## src/rtl/mcycle_pkg.sv

```systemverilog
// Shared definitions for the multi-cycle multiplier: state encoding,
// iteration counter width and default operand width.
package mcycle_pkg;

    localparam int WIDTH_DEFAULT = 32;
    localparam int CNT_W         = 5;

    localparam logic [CNT_W-1:0] CNT_LAST = 5'd31;

    // Bit 0 doubles as Busy and bit 1 as Done, so both decode straight from the register.
    typedef enum logic [1:0] {
        ST_IDLE = 2'b00,
        ST_RUN  = 2'b01,
        ST_DONE = 2'b10
    } state_t;

endpackage

```

## src/rtl/mcycle_mul_adder32_cla.sv

```systemverilog
// 32-bit adder built from eight 4-bit carry-lookahead slices; slice carries
// ripple from one slice to the next.
module adder32_cla (
    input  logic [31:0] a,
    input  logic [31:0] b,
    input  logic        c_in,
    output logic [31:0] sum,
    output logic        c_out
);

    logic [31:0] gen;
    logic [31:0] prop;
    logic [8:0]  carry;

    assign gen      = a & b;
    assign prop     = a ^ b;
    assign carry[0] = c_in;

    generate
        for (genvar gi = 0; gi < 8; gi++) begin : g_slice
            logic [3:0] sg;
            logic [3:0] sp;
            logic [4:0] c;

            assign sg   = gen[4*gi +: 4];
            assign sp   = prop[4*gi +: 4];
            assign c[0] = carry[gi];

            // Every carry inside the slice is a flat function of the slice carry-in.
            assign c[1] = sg[0] | (sp[0] & c[0]);
            assign c[2] = sg[1] | (sp[1] & sg[0]) | (sp[1] & sp[0] & c[0]);
            assign c[3] = sg[2] | (sp[2] & sg[1]) | (sp[2] & sp[1] & sg[0])
                        | (sp[2] & sp[1] & sp[0] & c[0]);
            assign c[4] = sg[3] | (sp[3] & sg[2]) | (sp[3] & sp[2] & sg[1])
                        | (sp[3] & sp[2] & sp[1] & sg[0])
                        | (sp[3] & sp[2] & sp[1] & sp[0] & c[0]);

            assign sum[4*gi +: 4] = sp ^ c[3:0];
            assign carry[gi+1]    = c[4];
        end
    endgenerate

    assign c_out = carry[8];

endmodule

```

## src/rtl/mcycle_mul.sv

```systemverilog
// Multi-cycle 32x32->64 shift-and-add multiplier with Start/Busy/Done handshake.
// Signed support is built only when MCYCLE_SIGNED_EN is defined.
module mcycle_mul
    import mcycle_pkg::*;
#(
    parameter int WIDTH = WIDTH_DEFAULT
) (
    input  logic             CLK,
    input  logic             RESET,
    input  logic             Start,
    input  logic             MCycleOp,
    input  logic [WIDTH-1:0] Operand1,
    input  logic [WIDTH-1:0] Operand2,
    output logic [WIDTH-1:0] Result1,
    output logic [WIDTH-1:0] Result2,
    output logic             Busy,
    output logic             Done
);

    state_t           state_reg;
    state_t           state_next;
    logic [CNT_W-1:0] count_reg;
    logic [WIDTH-1:0] mcand_reg;
    logic [WIDTH-1:0] mplier_reg;
    logic [WIDTH-1:0] acc_reg;
    logic [WIDTH-1:0] result_lo_reg;
    logic [WIDTH-1:0] result_hi_reg;

    logic             accept;
    logic             last_iter;
    logic [WIDTH-1:0] addend;
    logic [WIDTH-1:0] add_sum;
    logic             add_cout;
    logic [WIDTH-1:0] shift_acc;
    logic [WIDTH-1:0] shift_mplier;
    logic [WIDTH-1:0] load_mcand;
    logic [WIDTH-1:0] load_mplier;
    logic [WIDTH-1:0] final_lo;
    logic [WIDTH-1:0] final_hi;

    assign accept    = Start && (state_reg == ST_IDLE || state_reg == ST_DONE);
    assign last_iter = (state_reg == ST_RUN) && (count_reg == CNT_LAST);

    // One partial product per cycle: the carry-out becomes the new top bit after the shift.
    assign addend = mplier_reg[0] ? mcand_reg : '0;

    adder32_cla u_acc_add (
        .a     (acc_reg),
        .b     (addend),
        .c_in  (1'b0),
        .sum   (add_sum),
        .c_out (add_cout)
    );

    assign shift_acc    = {add_cout, add_sum[WIDTH-1:1]};
    assign shift_mplier = {add_sum[0], mplier_reg[WIDTH-1:1]};

`ifdef MCYCLE_SIGNED_EN
    logic             sign_reg;
    logic [WIDTH-1:0] neg_op1;
    logic [WIDTH-1:0] neg_op2;
    logic [WIDTH-1:0] neg_lo;
    logic [WIDTH-1:0] neg_hi;
    logic             neg_lo_cout;
    logic             op1_cout_unused;
    logic             op2_cout_unused;
    logic             hi_cout_unused;

    adder32_cla u_neg_op1 (
        .a(~Operand1), .b('0), .c_in(1'b1), .sum(neg_op1), .c_out(op1_cout_unused)
    );
    adder32_cla u_neg_op2 (
        .a(~Operand2), .b('0), .c_in(1'b1), .sum(neg_op2), .c_out(op2_cout_unused)
    );

    // Magnitude of 0x80000000 wraps back to 0x80000000, which is exactly 2^31 unsigned.
    assign load_mcand  = (MCycleOp && Operand1[WIDTH-1]) ? neg_op1 : Operand1;
    assign load_mplier = (MCycleOp && Operand2[WIDTH-1]) ? neg_op2 : Operand2;

    // 64-bit negate of the final shifted product, carry chained from low to high word.
    adder32_cla u_neg_lo (
        .a(~shift_mplier), .b('0), .c_in(1'b1), .sum(neg_lo), .c_out(neg_lo_cout)
    );
    adder32_cla u_neg_hi (
        .a(~shift_acc), .b('0), .c_in(neg_lo_cout), .sum(neg_hi), .c_out(hi_cout_unused)
    );

    assign final_lo = sign_reg ? neg_lo : shift_mplier;
    assign final_hi = sign_reg ? neg_hi : shift_acc;

    always_ff @(posedge CLK) begin
        if (RESET) begin
            sign_reg <= 1'b0;
        end else if (accept) begin
            sign_reg <= MCycleOp & (Operand1[WIDTH-1] ^ Operand2[WIDTH-1]);
        end
    end
`else
    logic unused_op;

    assign unused_op   = MCycleOp;
    assign load_mcand  = Operand1;
    assign load_mplier = Operand2;
    assign final_lo    = shift_mplier;
    assign final_hi    = shift_acc;
`endif

    always_ff @(posedge CLK) begin
        if (RESET) begin
            state_reg <= ST_IDLE;
        end else begin
            state_reg <= state_next;
        end
    end

    always_comb begin
        state_next = state_reg;
        case (state_reg)
            ST_IDLE, ST_DONE: state_next = Start ? ST_RUN : ST_IDLE;
            ST_RUN:           if (last_iter) state_next = ST_DONE;
            default:          state_next = ST_IDLE;
        endcase
    end

    always_ff @(posedge CLK) begin
        if (RESET) begin
            count_reg     <= '0;
            mcand_reg     <= '0;
            mplier_reg    <= '0;
            acc_reg       <= '0;
            result_lo_reg <= '0;
            result_hi_reg <= '0;
        end else if (accept) begin
            mcand_reg  <= load_mcand;
            mplier_reg <= load_mplier;
            acc_reg    <= '0;
            count_reg  <= '0;
        end else if (state_reg == ST_RUN) begin
            acc_reg    <= shift_acc;
            mplier_reg <= shift_mplier;
            count_reg  <= count_reg + CNT_W'(1);
            // Capture on the same edge that enters DONE, so Done and the result coincide.
            if (last_iter) begin
                result_lo_reg <= final_lo;
                result_hi_reg <= final_hi;
            end
        end
    end

    assign Busy    = (state_reg == ST_RUN);
    assign Done    = (state_reg == ST_DONE);
    assign Result1 = result_lo_reg;
    assign Result2 = result_hi_reg;

endmodule

```

## config.mk

```make
export PLATFORM = sky130hd
export DESIGN_NAME = mcycle_mul
export DESIGN_NICKNAME = d
export VERILOG_FILES = /design/src/rtl/mcycle_pkg.sv /design/src/rtl/mcycle_mul_adder32_cla.sv /design/src/rtl/mcycle_mul.sv
export SDC_FILE = /design/constraint.sdc
export NUM_CORES = 1
export LEC_CHECK = 0
export ABC_AREA = 1
export CAP_MARGIN = 10
export CELL_PAD_IN_SITES_DETAIL_PLACEMENT = 1
export CELL_PAD_IN_SITES_GLOBAL_PLACEMENT = 1
export CORE_AREA = 5 5 180 112
export DETAILED_ROUTE_END_ITERATION = 6
export DIE_AREA = 0 0 185 117
export GPL_ROUTABILITY_DRIVEN = 0
export PLACE_DENSITY_LB_ADDON = 0.2
export SYNTH_ARGS = -nofsm -noshare
export SYNTH_HDL_FRONTEND = slang
export SYNTH_SLANG_ARGS = --single-unit
```

## constraint.sdc

```tcl
create_clock -name CLK -period 4.75 [get_ports CLK]
set_clock_uncertainty 0.15 [all_clocks]
set_input_delay 0.475 -clock CLK [delete_from_list [all_inputs] [get_ports CLK]]
set_output_delay 0.475 -clock CLK [all_outputs]
set_load 0.02 [all_outputs]
```

==> results.cfg, run 1 <==
[critical_path]
slowest_stage = dfxtp_1
cp.arrival_ns = 3.57
critPathTopFamily = simple AND/OR/NAND/NOR gates
startpoint = mplier_reg[0]
critPathBufInv = 2
cp_data_required_time_ns = 4.88
cpMostUsedCell = nand2_4
reg2reg_depth = 17
rr_startpoint = mplier_reg[0]
path_cells = buf_4 -> nand2_1 -> inv_1 -> ha_1 -> a21oi_1 -> nand2_1 -> a41oi_1 -> nand2_4 -> nand2_4 -> nand2_4 -> nand2_4 -> nand2_4 -> nand2_4 -> nand2_4 -> fa_1 -> xnor2_1 -> a21oi_1
criticalPathCategory = register to register
crit_path_end_kind = register
crit_end = acc_reg[28]
cp.depth = 17
reg2reg_to = acc_reg[28]
cpPeakStageDelay_ns = 0.54
rrSetupSlack_ns = 1.31
critPathLaunchType = register
crit_fanout = 25

[clock_network]
htreeDepth = 4
clock_latency_ns = 0.43
post_cts_buffers = 0
cts_buffers = 17
max-clock-path-buffers = 2
hold_buffers = 0
clkSlewWorstSetupHoldPaths_ns = 0.07
cts.repair.resized = 0
clockRootBuffer = clkbuf_16
cts_tree = built
cts_sinks = 167

[pwr]
peakVddDrop_mv = 0.233
p_leak_uw = 0.00439
power.density_nw_per_um2 = 344

[synthesis]
synth.most_common_cell = dfxtp_1
syn_area_um2 = 7550
synth_top_area_share_pct = 44.3
async_flop_share_pct = 0
syn-mean-instance-area_um2 = 7.85
synthTopCellsByArea = dfxtp_1 44%, o21ai_0 9.8%, inv_1 6.5%, nor2_1 6.2%, ha_1 5.6%
synth.distinct_cells = 32
synth_seq_cells = 167
synthCells = 963
netlist_top_cells_count = 167 x dfxtp_1, 148 x o21ai_0, 130 x inv_1
ys_warn_count = 0
yosysTopAreaCell = dfxtp_1
yosysSeqAreaShare_pct = 44.3
synth_fp_nets = 1073
synth_edf_count = 0
synth_flop_cell = dfxtp_1

[cells_and_area]
area_growth_pct = 27.7
antenna_cells = 0
drive_above_1_share_pct = 5.74
final_core_util_pct = 52.0
layout.nets = 1177
fill_cells = 2275

[sta]
rsz0062_at_grt = no
worst_pin_slew_ns = 1.14
fmax_mhz = 291
setup_tns_ns = 0
min_period_ns = 3.44
slew_viol_final = 0
hold_viol_final = 0
finalSetupViolCount = 0
fin_crit_sh_pct = 72.4
max_slew_margin_pct = 23.7

[global_route]
grt_usage_pct = 20.5
grt_max_degree = 106
grt_overflow = 0
grt_use_met3_pct = 3.95
antenna_found_initial = 0
grt_pass1_vias = 6942
use_met1_pct = 28.9
top_usage_layer = met2
use_met2_pct = 32.8
grt_pass1_wl_um = 35700

[floorplanning]
die_w_um = 185
dieArea_um2 = 21600
io_pins = 134
rows = 39
core_um2 = 18500
start_util_pct = 40.7
die_h_um = 117

[detailed_routing]
vias_per_cell = 5.11
drt-total-wl_um = 21800
vias = 6771
wl_per_cell_um = 16.4
drtPass1Iterations = 5
drt_iter0_drc = 367
drc_errors = 0
postRouteAntennaNets = 0

[hold_path]
worstHoldPathType = register to register

[status]
status = complete, no violations

[flow_run]
drv_cap = 0

[placed_design]
io_buffers = 132
dpl.hpwl_um = 14500
==> where the power goes <==
group	leakage [uW]	switching, uW	internal, uW
Combinational	0.00275	226	142
Clock	0.000276	616	833
Sequential	0.00136	33.7	1470
Total	0.00439	875	2440
==> metal layers <==
metal,up-vias,routed length (um)
li1,3377,-
met1,3277,11000
met2,102,9810
met3,15,750
met4,0,218
met5,-,0
==> kinds of logic (layout without fill, tap and decap cells) <==
group / count (synthesis) / after routing / share of synthesized area (%)
flip-flops: 167 / 167 / 44.3
XOR/XNOR: 18 / 18 / 2.09
adder cells (fa/ha/maj): 42 / 42 / 7.75
AO/OA/AOI/OAI: 278 / 278 / 20.8
buffers and inverters: 188 / 305 / 9.52
AND/OR/NAND/NOR: 270 / 270 / 15.6
==> worst min-delay path by stage <==
stage / slack, ns / endpoint / start / cells past startpoint
2_1_floorplan: 0.29 / acc_reg[23] / acc_reg[23] / 2
3_3_place_gp: 0.30 / count_reg[4] / count_reg[4] / 2
3_5_place_dp: 0.32 / acc_reg[23] / acc_reg[23] / 2
4_1_cts: 0.34 / acc_reg[23] / acc_reg[23] / 2
5_1_grt: 0.36 / mcand_reg[9] / mcand_reg[9] / 2
6_report: 0.33 / count_reg[3] / count_reg[3] / 2
==> layout by cell type, fill, tap and decap left out, drive strengths merged, types with 2 or more instances in the layout <==
master / instances
clkbuf: 18
a211oi: 3
dfxtp: 167
o21ai: 148
a21oi: 76
nor2: 126
xor2: 7
nand4: 2
clkinv: 4
fa: 8
a221oi: 31
o21a: 6
o21bai: 11
xnor2: 11
bufinv: 3
nor3: 4
nand3: 38
inv: 133
clkinvlp: 6
clkdlybuf4s50: 132
buf: 9
ha: 34
nand2: 98
==> area by class of cell <==
type	count	area, um^2	share of cell area [%]
Timing Repair Buffer	141	1390	14.4
Multi-Input combinational cell	608	3500	36.3
Clock inverter	14	175	1.82
Inverter	132	497	5.15
Clock buffer	18	429	4.45
Tap cell	246	308	3.19
Sequential cell	167	3340	34.7
==> tightest hold or removal path, cell delays in order (launching register included) <==
cell     delay [ns]
dfxtp_1        0.30
inv_1          0.08
a21oi_1        0.06
==> metrics by stage <==
step           cell area (um^2)  power [uW]  instances  hold WS, ns  setup WS [ns]
4_1_cts                    9650        3350       1326        0.335           1.30
6_report                   9650        3320       1326        0.330           1.31
2_1_floorplan              7550        1750        963        0.293           1.66
3_3_place_gp               9040        1880       1294        0.305           1.47
3_5_place_dp               9040        1900       1294        0.320           1.38
5_1_grt                    9650        3460       1326        0.360          0.986
(Power assumes the default switching activity.)
==> run 2, diff against run 1 <==
--- a/config.mk
+++ b/config.mk
@@ -9,9 +9,9 @@
 export CAP_MARGIN = 10
 export CELL_PAD_IN_SITES_DETAIL_PLACEMENT = 1
 export CELL_PAD_IN_SITES_GLOBAL_PLACEMENT = 1
-export CORE_AREA = 5 5 180 112
+export CORE_AREA = 5 5 186 116
 export DETAILED_ROUTE_END_ITERATION = 6
-export DIE_AREA = 0 0 185 117
+export DIE_AREA = 0 0 191 121
 export GPL_ROUTABILITY_DRIVEN = 0
 export PLACE_DENSITY_LB_ADDON = 0.2
 export SYNTH_ARGS = -nofsm -noshare
==> constraint.sdc (replaced) <==
create_clock -name CLK -period 3.4 [get_ports CLK]
set_clock_uncertainty 0.15 [all_clocks]
set_input_delay 0.34 -clock CLK [delete_from_list [all_inputs] [get_ports CLK]]
set_output_delay 0.34 -clock CLK [all_outputs]
set_load 0.02 [all_outputs]
==> results.cfg, run 2 (same netlist as run 1, synthesis figures left out) <==
[global_route]
grt_pass1_wl_um = 35800
antenna_found_initial = 0
grt_overflow = 0
grt_usage_pct = 19.3
grt_pass1_vias = 6924
grt_max_degree = 89

[clock_network]
htreeDepth = 4
cts_buffers = 17
cts.repair.resized = 0
clock_latency_ns = 0.44
clockRootBuffer = clkbuf_16
cts_sinks = 167
clkSlewWorstSetupHoldPaths_ns = 0.06
post_cts_buffers = 0
hold_buffers = 0
cts_tree = built
max-clock-path-buffers = 2

[critical_path]
criticalPathCategory = register to register
reg2reg_depth = 17
cp.arrival_ns = 3.24
crit_fanout = 24
critPathLaunchType = register
startpoint = mplier_reg[0]
cp_data_required_time_ns = 3.51
rr_startpoint = mplier_reg[0]
crit_path_end_kind = register
reg2reg_to = acc_reg[28]
rrSetupSlack_ns = 0.27

[cells_and_area]
layout.nets = 1182
final_area_um2 = 9690
final_common_cell = dfxtp_1
final_cell_mix = 166 x dfxtp_1, 148 x o21ai_0, 132 x clkdlybuf4s50_1
drive_above_1_share_pct = 6.08
area_growth_pct = 28.3
antenna_cells = 0

[sta]
setup_tns_ns = 0
finalSetupViolCount = 0
min_period_ns = 3.13
fmax_mhz = 320
slew_viol_final = 0
rsz0062_at_grt = no
hold_viol_final = 0
worst_pin_slew_ns = 0.952
fin_crit_sh_pct = 92.0
max_slew_margin_pct = 36.5

[placed_design]
dpl.hpwl_um = 15100
io_buffers = 132
place_area_um2 = 9150

[floorplanning]
core_um2 = 19700
die_h_um = 121
io_pins = 134
start_util_pct = 38.4
die_w_um = 191
rows = 40
dieArea_um2 = 23100

[detailed_routing]
drtPass1Iterations = 4
drc_errors = 0
drt_iter0_drc = 332
drt-total-wl_um = 21700
vias = 6651
wl_per_cell_um = 16.0
postRouteAntennaNets = 0
vias_per_cell = 4.90

[pwr]
peakVddDrop_mv = 0.352
power.density_nw_per_um2 = 455
p_leak_uw = 0.00441

[hold_path]
worstHoldStart = count_reg[4]
worstHoldPathType = register to register
worstHoldPathCells = 2
hold_path_end = count_reg[4]

[status]
status = complete, no violations

[flow_run]
drv_cap = 0
## run 2: cell count changes in the layout (fill, tap and decap cells not counted), moves of 3 or more
cell        change
clkinv_2        +4
buf_12          +3
clkbuf_8        +4
inv_6           -3
clkinvlp_4      -3
bufinv_16       -3
## run 2: through the flow
stage	worst slack [ns]	instances	hold WS, ns	utilization [%]	power, uW
finish	0.273	1358	0.328	49.3	4410
global route	0.0216	1358	0.358	49.3	4620
CTS	0.103	1358	0.328	49.3	4460
detailed placement	0.147	1326	0.319	46.5	2660
global placement	0.241	1326	0.306	46.5	2640
floorplan	0.306	963	0.268	-	2450
## run 2: layer usage
layer	global-route usage (%)	routed length (um)
met1	27.7	11200
met2	29.7	9500
met3	3.82	694
met4	5.16	314
met5	0	0
## run 2: final cells by class
type / instances / area (um^2)
clock buffer: 24 / 492
fill: 2397 / 9980
inverter: 132 / 497
clock inverter: 8 / 47.5
sequential: 167 / 3340
timing repair buffer: 146 / 1460
multi-input combinational: 608 / 3500
tap: 273 / 342
## run 2: worst max path at each step
| stage | endpoint | slack [ns] | depth (start not counted) |
|---|---|---|---|
| 5_1_grt | acc_reg[28] | 0.02 | 20 |
| 6_report | acc_reg[28] | 0.27 | 17 |
| 4_1_cts | acc_reg[28] | 0.10 | 21 |
| 3_5_place_dp | acc_reg[28] | 0.15 | 17 |
| 3_3_place_gp | acc_reg[28] | 0.24 | 17 |
| 2_1_floorplan | acc_reg[28] | 0.31 | 23 |
## run 2: report_power, final
| part | internal, uW | total [uW] | switching, uW |
|---|---|---|---|
| Sequential | 2050 | 2100 | 48.0 |
| Clock | 1010 | 1790 | 786 |
| Combinational | 205 | 517 | 312 |
## run 2: critical path, cell delays in order (launching register included)
cell and delay, ns:
dfxtp_2 0.48, buf_12 0.20, nand2_1 0.07, inv_1 0.05, ha_1 0.27, a21oi_1 0.17
nand2_1 0.07, a41oi_1 0.27, nand2_4 0.11, nand2_4 0.07, nand2_4 0.06, nand2_4 0.07
nand2_4 0.06, nand2_4 0.07, nand2_4 0.06, fa_1 0.38, xnor2_1 0.22, a21oi_1 0.10
